===== src/rtl/uart_tx_frame.sv =====
// uart_tx_frame: parametrised UART transmitter with a one-word holding buffer and baud_tick bit timing
module uart_tx_frame #(
    parameter int DATA_BITS = 8,
    parameter int PARITY    = 0,
    parameter int STOP_BITS = 1
) (
    input  logic                 clk,
    input  logic                 rst,
    input  logic                 baud_tick,
    input  logic [DATA_BITS-1:0] tx_data,
    input  logic                 tx_valid,
    output logic                 tx_ready,
    output logic                 txd,
    output logic                 busy,
    output logic                 done
);
    localparam int CW = $clog2(DATA_BITS);

    if (DATA_BITS < 5 || DATA_BITS > 9 || PARITY < 0 || PARITY > 2 || STOP_BITS < 1 || STOP_BITS > 2) begin : g_bad_param
        $error("uart_tx_frame: illegal parameter value");
    end

    typedef enum logic [2:0] {IDLE, START, DATA, PAR, STOP} state_t;

    state_t              state_q, state_d;
    logic [DATA_BITS-1:0] hold_q, hold_d, shift_q, shift_d;
    logic                hold_v_q, hold_v_d;
    logic                par_q, par_d;
    logic [CW-1:0]       bit_cnt_q, bit_cnt_d;
    logic                stop_cnt_q, stop_cnt_d;
    logic                txd_q, txd_d;
    logic                done_q, done_d;
    logic                ready_q, ready_d;
    logic                load;

    assign tx_ready = ready_q;
    assign txd      = txd_q;
    assign done     = done_q;
    assign busy     = (state_q != IDLE) | hold_v_q;

    // next-state: frame sequencing on baud_tick, shifter load from hold, handshake capture
    always_comb begin
        state_d    = state_q;
        hold_d     = hold_q;
        hold_v_d   = hold_v_q;
        shift_d    = shift_q;
        par_d      = par_q;
        bit_cnt_d  = bit_cnt_q;
        stop_cnt_d = stop_cnt_q;
        txd_d      = txd_q;
        done_d     = 1'b0;
        load       = 1'b0;
        if (baud_tick) begin
            case (state_q)
                IDLE: begin
                    txd_d = 1'b1;
                    load  = hold_v_q;
                end
                START: begin
                    txd_d     = shift_q[0];
                    shift_d   = shift_q >> 1;
                    bit_cnt_d = '0;
                    state_d   = DATA;
                end
                DATA: begin
                    if (bit_cnt_q != CW'(DATA_BITS - 1)) begin
                        txd_d     = shift_q[0];
                        shift_d   = shift_q >> 1;
                        bit_cnt_d = bit_cnt_q + CW'(1);
                    end else if (PARITY != 0) begin
                        txd_d   = par_q;
                        state_d = PAR;
                    end else begin
                        txd_d      = 1'b1;
                        stop_cnt_d = 1'b0;
                        state_d    = STOP;
                    end
                end
                PAR: begin
                    txd_d      = 1'b1;
                    stop_cnt_d = 1'b0;
                    state_d    = STOP;
                end
                STOP: begin
                    if (stop_cnt_q != 1'(STOP_BITS - 1)) begin
                        stop_cnt_d = stop_cnt_q + 1'b1;
                    end else begin
                        done_d = 1'b1;
                        load   = hold_v_q;
                        txd_d  = 1'b1;
                        state_d = IDLE;
                    end
                end
                default: begin
                    txd_d   = 1'b1;
                    state_d = IDLE;
                end
            endcase
        end
        if (load) begin
            shift_d  = hold_q;
            par_d    = (PARITY == 2) ? ^hold_q : ~^hold_q;
            txd_d    = 1'b0;
            state_d  = START;
            hold_v_d = 1'b0;
        end
        if (tx_valid && ready_q) begin
            hold_d   = tx_data;
            hold_v_d = 1'b1;
        end
        ready_d = !hold_v_d;
    end

    // state register; reset aborts any frame and drops the pending word
    always_ff @(posedge clk) begin
        if (rst) begin
            state_q    <= IDLE;
            hold_q     <= '0;
            hold_v_q   <= 1'b0;
            shift_q    <= '0;
            par_q      <= 1'b0;
            bit_cnt_q  <= '0;
            stop_cnt_q <= 1'b0;
            txd_q      <= 1'b1;
            done_q     <= 1'b0;
            ready_q    <= 1'b1;
        end else begin
            state_q    <= state_d;
            hold_q     <= hold_d;
            hold_v_q   <= hold_v_d;
            shift_q    <= shift_d;
            par_q      <= par_d;
            bit_cnt_q  <= bit_cnt_d;
            stop_cnt_q <= stop_cnt_d;
            txd_q      <= txd_d;
            done_q     <= done_d;
            ready_q    <= ready_d;
        end
    end
endmodule


===== config.mk =====
export PLATFORM = sky130hd
export DESIGN_NAME = uart_tx_frame
export DESIGN_NICKNAME = d
export VERILOG_FILES = /design/src/rtl/uart_tx_frame.sv
export SDC_FILE = /design/constraint.sdc
export NUM_CORES = 1
export LEC_CHECK = 0
export ABC_AREA = 1
export ABC_CLOCK_PERIOD_IN_PS = 1300
export BUFFER_PORTS_ARGS = -buffer_cell sky130_fd_sc_hd__buf_4
export CAP_MARGIN = 20
export CORE_UTILIZATION = 50
export CTS_CLUSTER_SIZE = 10
export DETAILED_ROUTE_END_ITERATION = 6
export GPL_ROUTABILITY_DRIVEN = 0
export PLACE_DENSITY = 0.82
export SYNTH_ARGS = -nofsm -noshare
export SYNTH_HDL_FRONTEND = slang
export SYNTH_SLANG_ARGS = --single-unit

===== constraint.sdc =====
create_clock -name clk -period 1.3 [get_ports clk]
set_input_delay 0.065 -clock clk [delete_from_list [all_inputs] [get_ports clk]]
set_output_delay 0.065 -clock clk [all_outputs]
set_load 0.01 [all_outputs]

==> summary.txt <==
Worst-path clk slew: 0.14 ns
Leak: 0.6846 nW
Sw Ratio: 28.24%
CP required: 1.57 ns
critical path arrival: 1.62 ns
ratio of cells with drive above 1 in the final layout: 25.25%
vias in the first global route: 1,134
DR vias: 1,161
CP Capture Type: flip-flop
Min Clock Period, post-route: 1.347 ns
WHS: 0.005335 ns
Setup CP Type: flip-flop to flip-flop
# fillers: 179
Routed WL per cell: 11.84 um
Crit path largest cell delay: 0.38 ns
Combinational Power Share: 20.7%
Hold Path Class: primary input to flip-flop
Tcrit/Tclk final: 103.6%
Final Hold Vio Count: 0
clk_lat worst skew: 0.32 ns
Die Span X: 51.14 um
clock skew: 0.001903 ns
sequential share of power: 54.4%
PortBufs: 15
Area Overhead vs Synth: 29.74%
Psw: 0.4639 mW
Mapped Nets: 182
sequential-to-total area share from yosys stat: 43.11%
MaxCap Viol Count: 0
Cells after Synth: 168
PwrDens: 1049 nW/um2
CTS tree: yes
Remaining Overflow, GRT: 0
Row Count: 17
Post-Syn Area: 1207 um2
FF+latch count, synth: 26
first-pass GRT wire length: 4533 um
Routed Wire Length: 2675 um
Pint: 1.179 mW
largest net degree at the start of global routing: 20
Overall Power: 1.643 mW
CP Launch Type: flip-flop
Tot GR Track Use: 23.12%
register area: 531.8 um2
CP max-delay cell: dfxtp_2
placed cell count: 211
status: finished with violations
Die Ht: 51.14 um
worst relative slew slack: 80.88%
Syn Area/Cell: 7.187 um2
IR Drop Worst-Case VDD: 0.8092 mV
initial antenna violation count: 0
Ant. Diodes: 0
dpl hpwl: 1794 um
CP Cell Sequence: ha_4 -> ha_4 -> nand4_1 -> nand3_4 -> buf_4 -> nand3_2 -> a21oi_2
full die area: 2615 um2
Finished Layout Cells: 226
Worst path most repeated cell: ha_4
max-slew violation count: 0
WHS Path Cells: 3
Reg2Reg Depth: 7
Core ar.: 2255 um2
Max Fclk: 0.7423 GHz
RSZ-0062 raised after global routing: true
failing checks: negative setup slack
Slew @ Worst Pin: 0.2862 ns
YS warnings: 0
root buffer cell: clkbuf_4
Finish-stage setup viols: 9
Initial Util: 53.55%
Antenna Nets Post-Route: 0
vias per cell: 5.137
Multi-input gate area: 635.6 um2
final setup margin: -0.04710 ns
crit path max fanout: 8
DRT Pass-1 Iters: 4
clock tree buffer depth: 2
Num CTS Buffers: 3
nets: 213
# IOs: 16
Clk pwr share: 24.9%
count of cell types in the netlist: 22
CTS sink count: 26
Starting DRT DRC Count: 44
H-tree levels: 1
drc violations: 0
## state kept, by name, summed over array words and instances (netlist names)
register,flops
tx_ready,1
hold_v_q,1
bit_cnt_q,3
txd,1
shift_q,8
state_q,3
hold_q,8
done,1
## logic make-up after synthesis
family | after synthesis | share of synthesized area, %
AO/OA/AOI/OAI | 20 | 8.705
adder cells (fa/ha/maj) | 2 | 2.072
buffers and inverters | 22 | 9.119
flip-flops | 26 | 43.11
AND/OR/NAND/NOR | 98 | 36.99
## path summary, 6_finish.rpt
| check | slack, ns | to | startpoint |
|---|---|---|---|
| min reg2reg | 0.50 | hold_q[1] | hold_q[1] |
| max reg2reg | -0.05 | shift_q[7] | bit_cnt_q[1] |
| max | -0.05 | shift_q[7] | bit_cnt_q[1] |
| min | 0.005 | hold_q[2] | tx_data[2] |
## metrics by stage
| step | setup slack [ns] | TNS [ns] | instance area (um2) | util, % |
|---|---|---|---|---|
| global route | -0.1358 | -1.234 | 1567 | 69.48 |
| finish | -0.04710 | -0.3083 | 1567 | 69.48 |
| floorplan | -0.01545 | -0.02456 | 1237 | - |
| detailed placement | -0.04414 | -0.2173 | 1376 | 61.04 |
| CTS | -0.05325 | -0.3309 | 1505 | 66.76 |
| global placement | -0.008701 | -0.01239 | 1376 | 61.04 |
## layout by cell type (no fill, tap or decap), types with 2 or more instances in the layout
cell type,count
ha_4,2
nand4_1,7
nand2_1,34
nand3_2,2
a21oi_1,5
a21oi_2,2
dlygate4sd3_1,8
dfxtp_4,2
clkbuf_4,3
nand3_4,2
o21ai_0,11
buf_6,2
nand3_1,4
buf_4,21
nor2_1,39
inv_1,15
dfxtp_1,21
nor2_2,2
nand2_2,5
dfxtp_2,3
## area by class of cell
type	count	share of cell area, %
Multi-Input combinational cell	120	40.58
Tap cell	28	2.236
Clock buffer	4	2.316
Timing Repair Buffer	31	16.61
Sequential cell	26	33.95
Inverter	17	4.313
## power groups by stage
stage | sequential, mW | clock, mW | combinational (mW)
2_1_floorplan | 0.903 | 0 | 0.210
3_3_place_gp | 0.909 | 0 | 0.276
3_5_place_dp | 0.911 | 0 | 0.289
4_1_cts | 0.894 | 0.414 | 0.315
5_1_grt | 0.901 | 0.442 | 0.383
6_report | 0.894 | 0.408 | 0.340
## worst max-delay path: cells and delay by family (launching register included)
family / cells / cell delay (ns)
AO/OA/AOI/OAI: 1 / 0.15
adder cells (fa/ha/maj): 2 / 0.25
buffers and inverters: 1 / 0.13
flip-flops: 1 / 0.38
AND/OR/NAND/NOR: 3 / 0.37
## cell usage after synthesis
library cell | n | share of area, %
buf_2 | 2 | 0.83
nand2_1 | 38 | 12
nor2_2 | 1 | 0.52
nand4_1 | 7 | 3.6
nand2_4 | 1 | 0.93
nand2_2 | 1 | 0.52
a211oi_1 | 1 | 0.62
clkinv_1 | 2 | 0.62
clkbuf_8 | 1 | 1.1
o21ai_0 | 11 | 4.6
buf_6 | 2 | 1.9
inv_1 | 15 | 4.7
nor3_1 | 1 | 0.41
ha_1 | 2 | 2.1
a21oi_1 | 7 | 2.9
dfxtp_1 | 26 | 43
a22oi_1 | 1 | 0.62
nand3_4 | 2 | 2.9
nand3_1 | 5 | 2.1
nor2_1 | 40 | 12
nand3_2 | 1 | 0.83
nor2_4 | 1 | 0.93
## repair_timing
action / in CTS / in global routing
endpoints found under the hold margin: 13 / 0
buffers inserted: 0 / 3
setup endpoints to repair: 8 / 16
pin swaps: 2 / 3
hold buffers: 8 / 0
gates resized for setup: 3 / 13
## routing by layer
metal | vias up | wire, um | global-route usage, %
met5 | - | 0 | 0
met4 | 0 | 65 | 10.65
met3 | 7 | 90 | 2.679
met2 | 26 | 1363 | 41.67
met1 | 537 | 1156 | 26.94
li1 | 591 | - | -
Power figures use the tool's default switching activity.
